$ cat config.mk
export PLATFORM = sky130hd
export DESIGN_NAME = result_pipeline
export DESIGN_NICKNAME = d
export VERILOG_FILES = /design/src/rtl/result_pipeline.sv
export SDC_FILE = /design/constraint.sdc
export NUM_CORES = 1
export LEC_CHECK = 0
export ABC_AREA = 1
export BUFFER_PORTS_ARGS = -buffer_cell sky130_fd_sc_hd__buf_2
export CORE_AREA = 2 2 432 434
export CTS_CLUSTER_SIZE = 12
export DETAILED_ROUTE_END_ITERATION = 12
export DIE_AREA = 0 0 434 436
export PLACE_DENSITY = 0.32
export SLEW_MARGIN = 40
export SYNTH_ARGS = -nofsm -noshare
export SYNTH_HDL_FRONTEND = slang
export SYNTH_SLANG_ARGS = --single-unit
export TNS_END_PERCENT = 10
$ cat constraint.sdc
create_clock -name clk -period 3.94 [get_ports clk]
set_input_delay 0.788 -clock clk [delete_from_list [all_inputs] [get_ports clk]]
set_output_delay 0.788 -clock clk [all_outputs]
set_load 0.1 [all_outputs]
$ cat src/rtl/result_pipeline.sv
// Result pipeline ST3..ST7 with late-completion capture and registered writeback.
// Entries age one stage per edge; the oldest entry at latency 1 takes compResult.
module result_pipeline (
    input  logic         clk,
    input  logic         rst_n,
    input  logic         issueValid,
    input  logic [6:0]   issueRT,
    input  logic         issueWE,
    input  logic [2:0]   issueLatency,
    input  logic [127:0] issueResult,
    input  logic         compValid,
    input  logic [127:0] compResult,
    input  logic         flush,
    output logic [6:0]   readRegisterRT_ST3,
    output logic [6:0]   readRegisterRT_ST4,
    output logic [6:0]   readRegisterRT_ST5,
    output logic [6:0]   readRegisterRT_ST6,
    output logic [6:0]   readRegisterRT_ST7,
    output logic         regWriteEnable_ST3,
    output logic         regWriteEnable_ST4,
    output logic         regWriteEnable_ST5,
    output logic         regWriteEnable_ST6,
    output logic         regWriteEnable_ST7,
    output logic [2:0]   latency_ST3,
    output logic [2:0]   latency_ST4,
    output logic [2:0]   latency_ST5,
    output logic [2:0]   latency_ST6,
    output logic [2:0]   latency_ST7,
    output logic [127:0] result_ST3,
    output logic [127:0] result_ST4,
    output logic [127:0] result_ST5,
    output logic [127:0] result_ST6,
    output logic [127:0] result_ST7,
    output logic         wbValid,
    output logic [6:0]   wbRT,
    output logic [127:0] wbResult,
    output logic [3:0]   errFlags,
    output logic [15:0]  retireCount
);

    typedef struct packed {
        logic [6:0]   rt;
        logic         we;
        logic [2:0]   lat;
        logic [127:0] res;
    } entry_t;

    // index 0 is ST3, index 4 is ST7
    entry_t         st_q [5];
    entry_t         st_d [5];
    logic           wb_valid_q, wb_valid_d;
    logic [6:0]     wb_rt_q, wb_rt_d;
    logic [127:0]   wb_res_q, wb_res_d;
    logic [3:0]     err_q, err_d;
    logic [15:0]    retire_q, retire_d;

    logic [127:0]   cap [4];
    logic [2:0]     hits;
    logic           taken;
    logic           load;
    logic           bad;

    always_comb begin
        hits  = '0;
        taken = 1'b0;
        // walk oldest to youngest so only the oldest match takes the data
        for (int i = 3; i >= 0; i--) begin
            cap[i] = '0;
            if (st_q[i].lat == 3'd1) begin
                hits = hits + 3'd1;
                if (!taken && compValid) cap[i] = compResult;
                taken = 1'b1;
            end
        end

        load  = issueValid && !flush;
        bad   = load && (issueLatency > 3'd4);
        st_d[0] = '0;
        if (load) begin
            st_d[0].rt  = issueRT;
            st_d[0].we  = issueWE;
            st_d[0].lat = bad ? 3'd4 : issueLatency;
            st_d[0].res = (issueLatency == 3'd0) ? issueResult : '0;
        end

        for (int i = 1; i < 5; i++) begin
            st_d[i] = st_q[i-1];
            if (st_q[i-1].lat != 3'd0) st_d[i].lat = st_q[i-1].lat - 3'd1;
            if (st_q[i-1].lat == 3'd1) st_d[i].res = cap[i-1];
            if (flush && i <= 2) st_d[i].we = 1'b0;
        end

        wb_valid_d = st_q[4].we;
        wb_rt_d    = st_q[4].we ? st_q[4].rt : '0;
        wb_res_d   = st_q[4].we ? st_q[4].res : '0;
        retire_d   = retire_q + {15'd0, st_q[4].we};

        err_d = err_q | {bad,
                         hits > 3'd1,
                         compValid && (hits == 3'd0),
                         !compValid && (hits != 3'd0)};
    end

    always_ff @(posedge clk or negedge rst_n) begin
        if (!rst_n) begin
            for (int i = 0; i < 5; i++) st_q[i] <= '0;
            wb_valid_q <= 1'b0;
            wb_rt_q    <= '0;
            wb_res_q   <= '0;
            err_q      <= '0;
            retire_q   <= '0;
        end else begin
            for (int i = 0; i < 5; i++) st_q[i] <= st_d[i];
            wb_valid_q <= wb_valid_d;
            wb_rt_q    <= wb_rt_d;
            wb_res_q   <= wb_res_d;
            err_q      <= err_d;
            retire_q   <= retire_d;
        end
    end

    assign readRegisterRT_ST3 = st_q[0].rt;
    assign readRegisterRT_ST4 = st_q[1].rt;
    assign readRegisterRT_ST5 = st_q[2].rt;
    assign readRegisterRT_ST6 = st_q[3].rt;
    assign readRegisterRT_ST7 = st_q[4].rt;
    assign regWriteEnable_ST3 = st_q[0].we;
    assign regWriteEnable_ST4 = st_q[1].we;
    assign regWriteEnable_ST5 = st_q[2].we;
    assign regWriteEnable_ST6 = st_q[3].we;
    assign regWriteEnable_ST7 = st_q[4].we;
    assign latency_ST3        = st_q[0].lat;
    assign latency_ST4        = st_q[1].lat;
    assign latency_ST5        = st_q[2].lat;
    assign latency_ST6        = st_q[3].lat;
    assign latency_ST7        = st_q[4].lat;
    assign result_ST3         = st_q[0].res;
    assign result_ST4         = st_q[1].res;
    assign result_ST5         = st_q[2].res;
    assign result_ST6         = st_q[3].res;
    assign result_ST7         = st_q[4].res;
    assign wbValid            = wb_valid_q;
    assign wbRT               = wb_rt_q;
    assign wbResult           = wb_res_q;
    assign errFlags           = err_q;
    assign retireCount        = retire_q;

endmodule

==> out/qor.yml, run 1 <==
flow_run:
  max_cap_viol_count: 0
layout:
  layout-drive-gt1-share_pct: 35.5
  final_design_area_no_fill_sq_um: 43800
  final_cell_mix: "1120 x buf_2, 849 x dfrtp_1, 807 x nand2_1"
  layout.nets: 4280
  final_cells: 6578
  area_growth_pct: 38.6
  num-fill-cells: 20300
  register_area_sq_um: 21300
  final_common_cell: "buf_2"
  multiInputGateArea_sq_um: 8450
sta:
  rsz0062_at_grt: "no"
  tightest_slew_ns: 0.884
  fin_crit_ns: 3.00
  hold_viol_final: 0
  finalSetupViolations: 0
  drv_slew: 0
  fmax_ghz: 0.333
  setup_tns_ns: 0
  finalCritPeriodShare_pct: 76.3
  skew_ns: 0.0438
  relSlewSlack_pct: 41.0
run_status:
  status: "finished clean"
setup_path:
  rrSetupSlack_ns: 1.33
  worstPathRequired_ns: 3.15
  critPathMaxFanout: 51
  cp_slowest_stage_delay_ns: 0.87
  critical_path.cell_chain: "buf_2"
  crit_buf_inv: 1
  cp_data_arrival_time_ns: 2.22
  cpMaxStageDelayCell: "dfrtp_4"
  worstSetupPathType: "reg -> out"
  critPathTopFamily: "flip-flops"
  endpoint_kind: "primary output"
  critPathLaunchType: "flip-flop"
synth:
  syn-instance-count: 2939
  synthArstFlopShare_pct: 100
  synthFlopType: "dfrtp_1"
  synthesis.nets: 3227
  synth_seq_area_share_pct: 67.4
  avgSynthCellArea_sq_um: 10.8
  synth-seq-cells: 851
  synth_edf_count: 0
  synth_area_sq_um: 31600
  yosys_warnings: 0
  synth.distinct_cells: 26
cts:
  cts_tree: "done"
  ctsRootBufferMaster: "clkbuf_16"
  cts_buffers: 109
  cts.sinks: 851
  clk_latency_ns: 0.76
  hold_buffers: 0
  ctsHtreeMaxLevel: 3
  cts_resized: 0
  path_clk_slew_ns: 0.07
  cts_buffer_depth: 3
  cts_setup_buffers: 0
placed_design:
  dp_hpwl_um: 134000
  gp_congestion: 0.870
  dp.cells: 6359
  postPlaceCellArea_sq_um: 39900
  port_buffers: 1122
routing:
  dr_total_vias: 26200
  vias_per_cell: 3.98
  wl_per_cell_um: 27.1
  drt_iter0_drc: 1729
  drt_wl_total_um: 178000
  firstDrtPassIters: 5
  drc: 0
  postRouteAntennaNets: 0
die:
  die_area_sq_um: 189000
  die_w_um: 434
  io_pins: 1123
  core_area_sq_um: 185000
  start_util_pct: 17.1
  die_h_um: 436
  num_rows: 158
power:
  ir_drop_mv: 0.588
  p_leak_uw: 0.0236
  power-per-cell-area_nw_per_um2: 688
global_route:
  grt_start_max_net_pins: 167
  grt_usage_pct: 18.4
  grt_antenna_before_repair: 49
  grt_pass1_vias: 26500
  grt_pass1_wl_um: 241000
  overflow: 0
min_path:
  hold_class: "in -> async"
## cells in the mapped netlist, types with 10 or more instances
cell type,number,area [sq um]
clkbuf_1,95,357
nor2_1,156,586
buf_6,16,180
buf_4,39,293
xnor2_1,10,87.6
ha_1,16,200
buf_1,10,37.5
inv_1,176,661
o21ai_0,387,1940
dfrtp_1,851,21300
o31ai_2,72,901
xor2_1,10,87.6
nand2_1,809,3040
o31ai_1,182,1370
buf_2,80,400
## report_power, final
part / leakage (uW) / switching [uW] / internal (uW)
sequential: 0.0117 / 733 / 9450
clock: 0.00185 / 4320 / 6250
combinational: 0.0101 / 8250 / 1130
## sequential cells by signal, summed over array words and instances (netlist names), 3 cells and up
register,cells
result_ST3,128
result_ST4,128
result_ST5,128
result_ST6,128
result_ST7,128
wbResult,128
retireCount,16
readRegisterRT_ST3,7
readRegisterRT_ST4,7
readRegisterRT_ST5,7
readRegisterRT_ST6,7
readRegisterRT_ST7,7
wbRT,7
errFlags,4
latency_ST3,3
latency_ST4,3
latency_ST5,3
latency_ST6,3
latency_ST7,3
## routing by layer
| layer | global-route usage, % | share of wire, % |
|---|---|---|
| met1 | 23.1 | 42 |
| met2 | 31.7 | 50 |
| met3 | 3.35 | 4.8 |
| met4 | 6.08 | 3.1 |
| met5 | 0 | 0 |
## final timing paths
check | startpoint | end | cells past startpoint
worst min-delay path | rst_n | result_ST5[107] | 1
min in group clk | issueRT[6] | readRegisterRT_ST3[6] | 3
max in group asynchronous | rst_n | result_ST5[8] | 2
worst max-delay path | latency_ST3[2] | latency_ST3[2] | 1
worst min register to register | readRegisterRT_ST6[0] | readRegisterRT_ST7[0] | 0
worst max register to register | latency_ST4[1] | result_ST4[51] | 6
## kinds of logic (layout without fill, tap and decap cells)
family,Yosys count,in the layout,share of synthesized area (%)
buffers and inverters,419,1564,6.14
adders and majority gates,16,16,0.633
other,0,14,0
AOI/OAI and AO/OA,651,651,13.5
xor gates and xnor gates,20,20,0.554
DFF,851,851,67.4
and+or+nand+nor,982,982,11.8
## per-stage QoR
step / setup slack [ns] / hold WS, ns / util [%] / total power (uW)
after floorplan: 1.36 / 0.355 / - / 16900
after global placement: 1.30 / 0.354 / 21.6 / 19800
after detailed placement: 1.25 / 0.354 / 21.6 / 19800
after CTS: 0.815 / 0.0425 / 23.7 / 30600
after global routing: 0.827 / 0.0769 / 23.7 / 31300
final: 0.936 / 0.102 / 23.7 / 30100
## area by class of cell
cell class              count  share of cell area (%)
diodes                     14                  0.0800
clock buffers             167                    7.57
clock inverters            36                    1.03
inverters                 178                    1.54
multi-input cells        1669                    19.3
flip-flops and latches    851                    48.6
well taps                2480                    7.08
repair buffers           1183                    14.8
No activity file was read; power rests on OpenSTA's default activity.
==> run 2: changes to the inputs <==
==> constraint.sdc (replaced) <==
create_clock -name clk -period 3.15 [get_ports clk]
set_input_delay 0.63 -clock clk [delete_from_list [all_inputs] [get_ports clk]]
set_output_delay 0.63 -clock clk [all_outputs]
set_load 0.1 [all_outputs]
==> run 2 against run 1 <==
Against the previous run:
- power up 24%
- global-route usage rose by 0.16 points
- cell count rose by 0.21%
- clock-buffer cell count up 2
- utilization rose by 0.067 points
==> out/qor.yml, run 2 (synthesis gave the netlist of run 1 again) <==
sta:
  rsz0062_at_grt: "no"
  fin_crit_ns: 2.58
  skew_ns: 0.0387  # -0.00513 ns
  setup_tns_ns: 0  # unchanged
  tightest_slew_ns: 0.759  # -0.125 ns
  drv_slew: 0  # unchanged
  fmax_ghz: 0.388
  relSlewSlack_pct: 49.4  # +8.3 points
  finalCritPeriodShare_pct: 81.8
  finalSetupViolations: 0  # unchanged
  hold_viol_final: 0  # unchanged
layout:
  layout.nets: 4305  # +0.58%
  final_common_cell: "buf_2"
  area_growth_pct: 39.0
  layout-drive-gt1-share_pct: 35.6  # +0.10 points
  final_cell_mix: "1120 x buf_2, 849 x dfrtp_1, 807 x nand2_1"
placed_design:
  port_buffers: 1122  # unchanged
  dp_hpwl_um: 137000  # +2.8%
  gp_congestion: 0.886  # +1.8%
die:
  core_area_sq_um: 185000  # unchanged
  io_pins: 1123  # unchanged
  num_rows: 158  # unchanged
  die_w_um: 434  # unchanged
  start_util_pct: 17.1  # unchanged
  die_h_um: 436  # unchanged
  die_area_sq_um: 189000  # unchanged
power:
  power_switching_uw: 16600  # +25%
  p_total_uw: 37300  # +24%
  power-per-cell-area_nw_per_um2: 850  # +24%
  p_int_uw: 20700  # +23%
  power_frac_comb_pct: 31.8  # +0.7 points
  ir_drop_mv: 0.509  # -13%
  swShare_pct: 44.4  # +0.31 points
  clkPwrFrac_pct: 34.0  # -1.1 points
  p_leak_uw: 0.0237  # +0.31%
  pwr-share-seq_pct: 34.1  # +0.3 points
setup_path:
  rr_worst_depth: 7  # +1
  worstSetupPathDepth: 1  # unchanged
  worstSetupPathType: "reg -> out"
  critPathLaunch: "result_ST7[55]"
  cp_slowest_stage_delay_ns: 0.64  # -0.23 ns
  worstReg2RegStart: "latency_ST3[1]"
  critPathLaunchType: "flip-flop"
  endpoint_kind: "primary output"
  worstPathRequired_ns: 2.52  # -0.63 ns
  cpMaxStageDelayCell: "dfrtp_1"
  cp_data_arrival_time_ns: 1.95  # -0.27 ns
  crit_buf_inv: 1  # unchanged
  critPathTopFamily: "flip-flops"
  critPathMaxFanout: 2  # -96%
  critical_path.cell_chain: "buf_2"
routing:
  drt_wl_total_um: 180000  # +0.94%
  firstDrtPassIters: 5  # unchanged
  postRouteAntennaNets: 0  # unchanged
  vias_per_cell: 3.99  # +0.16%
  wl_per_cell_um: 27.3  # +0.73%
  dr_total_vias: 26300  # +0.37%
  drt_iter0_drc: 1793  # +3.7%
  drc: 0  # unchanged
global_route:
  grt_pass1_vias: 26700  # +0.68%
  grt_start_max_net_pins: 142  # -15%
  grt_pass1_wl_um: 243000  # +0.80%
  grt_antenna_before_repair: 45  # -8.2%
  grt_usage_pct: 18.6  # +0.16 points
  overflow: 0  # unchanged
cts:
  cts.sinks: 851  # unchanged
  cts_tree: "done"
  cts_setup_buffers: 0  # unchanged
  cts_buffer_depth: 3  # unchanged
  ctsHtreeMaxLevel: 3  # unchanged
  path_clk_slew_ns: 0.06  # about the same
  ctsRootBufferMaster: "clkbuf_16"
  cts_buffers: 107  # -1.8%
  clk_latency_ns: 0.75  # about the same
min_path:
  hold_class: "in -> reg"
  holdPathStages: 3
  hp-start: "issueResult[59]"
flow_run:
  max_cap_viol_count: 0  # unchanged
run_status:
  status: "finished clean"
-- run 2: per-layer routing --
metal	routed length (um)	GRT usage, %
met2	91100	32.3
met1	75300	23.4
met4	5490	5.69
met3	8150	3.10
met5	27	0
-- run 2: path summary, 6_finish.rpt --
path	to	slack [ns]
min in group asynchronous	result_ST3[80]	0.44
min reg2reg	readRegisterRT_ST7[5]	0.37
max reg2reg	result_ST4[88]	0.89
max in group asynchronous	result_ST6[59]	1.61
min	result_ST3[59]	0.09
max	result_ST7[55]	0.57
-- run 2: metrics by stage --
stage | utilization (%) | worst slack (ns) | instance area (sq um) | hold slack [ns] | cells
floorplan | - | 0.571 | 31600 | 0.334 | 2939
global placement | 21.8 | 0.782 | 40200 | 0.356 | 6383
detailed placement | 21.8 | 0.853 | 40300 | 0.356 | 6385
CTS | 23.8 | 0.471 | 43900 | 0.00178 | 6582
global route | 23.8 | 0.511 | 43900 | 0.0562 | 6587
finish | 23.8 | 0.572 | 43900 | 0.0891 | 6592
-- run 2: worst reg2reg max path: stages (launching register included) --
cell and delay, ns:
dfrtp_1 0.39, inv_1 0.09, ha_1 0.23, inv_6 0.13, nor2_4 0.22, nand2_8 0.27, buf_4 0.61, o31ai_2 0.21
-- run 2: timing repair --
action	in CTS	in global routing
hold buffers	2	0
resized for setup	0	0
hold endpoints to repair	42	0
-- run 2: layout make-up --
class	instances	area (sq um)
Multi-Input combinational cell	1669	8450
Clock buffer	169	3260
Sequential cell	851	21300
Inverter	178	673
Clock inverter	26	323
Antenna cell	9	22.5
Timing Repair Buffer	1210	6800
Tap cell	2480	3100
Fill cell	20400	141000
-- run 2: power groups by stage --
stage | logic [uW] | clock network [uW] | registers, uW
after floorplan | 2300 | 0 | 18900
after global placement | 11900 | 0 | 13000
after detailed placement | 12000 | 0 | 12900
after CTS | 12000 | 13100 | 12800
after global routing | 12300 | 13500 | 12800
final | 11900 | 12700 | 12700
